<file path="src/rtl/hd_top.sv">
// hd_top: two-stage pipelined Hamming single-error-correcting decoder.
// Stage 1 registers the codeword and its syndrome; stage 2 corrects,
// extracts the data bits and registers the outputs.
// Optional feature macro: HD_ERR_CNT_EN enables the saturating
// corrected/uncorrectable word counters (ccnt, ucnt) and cnt_clr.
module hd_top #(
  parameter int k = 7,
  parameter int m = 4
) (
  input  logic           clk,
  input  logic           rst,
  input  logic [k+m-1:0] cin,
  input  logic           cvld,
  input  logic           cnt_clr,
  output logic [k-1:0]   dout,
  output logic           dvld,
  output logic [m-1:0]   syn,
  output logic           cerr,
  output logic           uerr,
  output logic [15:0]    ccnt,
  output logic [15:0]    ucnt
);

  localparam int n = k + m;

  logic [m-1:0] syn_c;
  logic [n-1:0] cw1;
  logic [m-1:0] syn1;
  logic         vld1;
  logic [k-1:0] data_c;
  logic         cerr_c;
  logic         uerr_c;

  // Syndrome: XOR of the position numbers of every set codeword bit.
  always_comb begin
    syn_c = '0;
    for (int unsigned p = 1; p <= n; p++) begin
      if (cin[p-1]) syn_c = syn_c ^ p[m-1:0];
    end
  end

  // Stage 1: capture codeword, syndrome and valid.
  always_ff @(posedge clk or negedge rst) begin
    if (!rst) begin
      vld1 <= 1'b0;
      cw1  <= '0;
      syn1 <= '0;
    end else begin
      vld1 <= cvld;
      if (cvld) begin
        cw1  <= cin;
        syn1 <= syn_c;
      end
    end
  end

  // Correction and data extraction from the stage-1 word.
  always_comb begin
    logic [n-1:0] fixed;
    int unsigned  idx;
    fixed  = cw1;
    cerr_c = 1'b0;
    uerr_c = 1'b0;
    data_c = '0;
    idx    = 0;
    if (syn1 != '0) begin
      if (int'(syn1) <= n) begin
        fixed[syn1 - 1'b1] = ~cw1[syn1 - 1'b1];
        cerr_c = 1'b1;
      end else begin
        uerr_c = 1'b1;
      end
    end
    // Data bits occupy the non-power-of-two positions in ascending order.
    for (int unsigned p = 1; p <= n; p++) begin
      if ((p & (p - 1)) != 0) begin
        if (idx < k) data_c[idx] = fixed[p-1];
        idx++;
      end
    end
  end

  // Stage 2: register outputs; status holds while no word is presented.
  always_ff @(posedge clk or negedge rst) begin
    if (!rst) begin
      dvld <= 1'b0;
      dout <= '0;
      syn  <= '0;
      cerr <= 1'b0;
      uerr <= 1'b0;
    end else begin
      dvld <= vld1;
      if (vld1) begin
        dout <= data_c;
        syn  <= syn1;
        cerr <= cerr_c;
        uerr <= uerr_c;
      end
    end
  end

`ifdef HD_ERR_CNT_EN
  // Saturating error counters; a clear overrides a same-cycle increment.
  always_ff @(posedge clk or negedge rst) begin
    if (!rst) begin
      ccnt <= '0;
      ucnt <= '0;
    end else if (cnt_clr) begin
      ccnt <= '0;
      ucnt <= '0;
    end else begin
      if (dvld && cerr && (ccnt != '1)) ccnt <= ccnt + 16'd1;
      if (dvld && uerr && (ucnt != '1)) ucnt <= ucnt + 16'd1;
    end
  end
`else
  logic unused_cnt_clr;
  assign unused_cnt_clr = cnt_clr;
  assign ccnt = '0;
  assign ucnt = '0;
`endif

endmodule

</file>
<file path="config.mk">
export PLATFORM = sky130hd
export DESIGN_NAME = hd_top
export DESIGN_NICKNAME = d
export VERILOG_FILES = /design/src/rtl/hd_top.sv
export SDC_FILE = /design/constraint.sdc
export NUM_CORES = 1
export LEC_CHECK = 0
export ABC_AREA = 1
export CAP_MARGIN = 30
export CELL_PAD_IN_SITES_DETAIL_PLACEMENT = 0
export CELL_PAD_IN_SITES_GLOBAL_PLACEMENT = 1
export CORE_ASPECT_RATIO = 0.6
export CORE_MARGIN = 3
export CORE_UTILIZATION = 29
export DETAILED_ROUTE_END_ITERATION = 10
export PLACE_DENSITY = 0.74
export SLEW_MARGIN = 10
export SYNTH_ARGS = -nofsm -noshare
export SYNTH_HDL_FRONTEND = slang
export SYNTH_SLANG_ARGS = --single-unit
</file>
<file path="constraint.sdc">
create_clock -name clk -period 1.75 [get_ports clk]
set_input_delay 0.175 -clock clk [delete_from_list [all_inputs] [get_ports clk]]
set_output_delay 0.175 -clock clk [all_outputs]
set_load 0.03 [all_outputs]
</file>
==> results.toml <==
[route]
wl_per_cell_um = 11.4
detail-route-antenna-nets = 0
drt-total-wl_mm = 4.16
via_per_inst = 4.08
vias = 1488
drc = 0
first_pass_iters = 4
drt_iter0_drc = 86

[floorplanning]
ioPinCount = 61
die-area_um2 = 7540
rows = 22
core_area_um2 = 6190
dieWidth_um = 110
start_util_pct = 30.4
die_h_um = 68.5

[synth]
ys.flop_type = "dfrtp_1"
synth_top_area_share_pct = 39.8
synth_area_per_cell_um2 = 7.63
async_flop_share_pct = 100
synth_warnings = 0
syn_inst = 247
synth_area_leaders = "dfrtp_1 (40%), nand2_1 (14%), buf_4 (13%)"
synth_top_area_cell = "dfrtp_1"
synth-seq-area-share_pct = 39.8
synth-edff-count = 0
synth_area_um2 = 1890
synth-seq-cells = 30
synth_cell_type_count = 19

[cells_and_area]
final_area_um2 = 2250
diodes = 0
drive_above_1_share_pct = 8.54
nets = 301
synthToLayoutAreaGrowth_pct = 19.4

[placed_design]
place_area_um2 = 2160
pre_cts_ws_ns = 0.156
gp_congestion = 0.793
dp_hpwl_mm = 3.22
port_buffers = 27

[worst_setup_path]
crit_arrival_ns = 1.79
path_class = "flip-flop to flip-flop"
cp_max_fo = 7
required_ns = 1.97
cp-end-kind = "flip-flop"
crit_path_start_kind = "flip-flop"

[sta]
drv_slew = 0
post-route-period-util_pct = 90.2
final_hold_viol_count = 0
max_freq_mhz = 634
fin_ws_ns = 0.172
clock_skew_ns = 0.00473
setup_viol = 0
min_period_ns = 1.58

[power_and_ir_drop]
powerDensity_nw_per_um2 = 1040
p_leak_nw = 1.16
peakVddDrop_v = 0.000325

[min_path]
min_path_type = "input port to async pin"

[clock_tree]
worstSkewPairLatency_ns = 0.28
htree_levels = 2
cts_tree = "built"
cts_buffer_depth = 2
path_clk_slew_ns = 0.06
ctsHoldBuffers = 0
root_buffer = "clkbuf_8"
numCtsBuffers = 5
cts_sinks = 30

[global_routing]
grt_pass1_vias = 1385
track_usage_pct = 12.4
antenna_found_initial = 0
grt_overflow = 0
grt_pass1_wl_mm = 6.91
grt_max_degree = 31

[outcome]
status = "finished, final reports clean"

[job]
max_cap_viol_count = 0
flip-flops by register name, indices dropped and copies added, names as in the netlist:
| signal | cells |
|---|---|
| dout | 7 |
| uerr | 1 |
| syn | 4 |
| syn1 | 4 |
| dvld | 1 |
| cerr | 1 |
| vld1 | 1 |
| cw1 | 11 |
power breakdown:
part | leakage [nW] | switching (W) | total (W) | internal (W)
sequential | 0.366 | 0.0000601 | 0.000849 | 0.000789
combinational | 0.754 | 0.000606 | 0.000939 | 0.000333
clock | 0.0431 | 0.000248 | 0.000551 | 0.000303
cell families (layout without fill, tap and decap cells):
kind of cell / after synthesis / after routing / share of synthesized area (%)
AO/OA/AOI/OAI: 26 / 26 / 6.90
AND/OR/NAND/NOR: 106 / 106 / 23.6
other: 1 / 32 / 0.199
buffers and inverters: 66 / 69 / 20.0
XOR/XNOR: 14 / 14 / 6.90
adder cells (fa/ha/maj): 4 / 4 / 2.65
flip-flops: 30 / 30 / 39.8
stage by stage:
stage / hold slack, ns / total power [W] / util, % / setup TNS [ns] / cells
2_1_floorplan: -0.121 / 0.00153 / - / 0 / 278
3_3_place_gp: 0.404 / 0.00178 / 34.8 / 0 / 358
3_5_place_dp: 0.408 / 0.00179 / 34.8 / 0 / 358
4_1_cts: 0.312 / 0.00235 / 36.2 / 0 / 364
5_1_grt: 0.340 / 0.00253 / 36.3 / -0.00746 / 365
6_report: 0.300 / 0.00234 / 36.3 / 0 / 365
final timing paths:
| path | startpoint | slack, ns | endpoint | depth (start not counted) |
|---|---|---|---|---|
| setup / recovery | syn1[0] | 0.17 | dout[3] | 10 |
| setup reg to reg | syn1[0] | 0.17 | dout[3] | 10 |
| hold reg to reg | vld1 | 0.42 | dvld | 0 |
| min in group clk | vld1 | 0.42 | dvld | 0 |
| hold / removal | rst | 0.30 | syn[3] | 2 |
| max in group asynchronous | rst | 1.15 | dout[2] | 2 |
layout by cell type, fill, tap and decap left out, drive strengths merged, types with 6 or more instances in the layout:
cell type	Yosys	layout
a21oi	7	7
buf	34	8
clkbuf	4	6
clkdlybuf4s50	0	27
conb	1	32
dfrtp	30	30
inv	28	28
nand2	74	74
nand3	27	27
o21ai	19	19
xnor2	10	10
cell usage after synthesis, types with 4 or more instances:
| cell | count |
|---|---|
| clkbuf_1 | 4 |
| buf_4 | 32 |
| xnor2_1 | 9 |
| xor2_1 | 4 |
| nor2_1 | 4 |
| a21oi_1 | 7 |
| dfrtp_1 | 30 |
| o21ai_0 | 19 |
| nand2_2 | 4 |
| nand3_1 | 27 |
| inv_1 | 25 |
| ha_1 | 4 |
| nand2_1 | 70 |
timing repair:
item / 4_1_cts / 5_1_grt
gates resized for setup: 0 / 1
setup buffers: 0 / 1
setup endpoints to repair: 0 / 4
worst max-delay path, cell delays in order, from the launching register on:
cell and delay (ns):
dfrtp_1 0.35, inv_2 0.04, ha_1 0.23, xnor2_2 0.25, buf_4 0.19, nand3_1 0.07
nand2_1 0.07, nand2_2 0.10, nand3_1 0.09, nand2_1 0.06, nand2_1 0.06
cell type report:
class	count	area, um2
Fill cell	676	3940
Multi-Input combinational cell	182	877
Sequential cell	30	751
Timing Repair Buffer	35	330
Inverter	28	105
Tap cell	84	105
Clock buffer	6	82.6
layer usage:
| metal | up-vias | GRT usage [%] | routed length, um |
|---|---|---|---|
| met2 | 33 | 16.7 | 1600 |
| met1 | 681 | 18.6 | 2280 |
| met4 | 0 | 4.61 | 41 |
| met5 | - | 0 | 0 |
| li1 | 770 | - | - |
| met3 | 4 | 3.39 | 239 |
No activity file was read; power rests on OpenSTA's default activity.
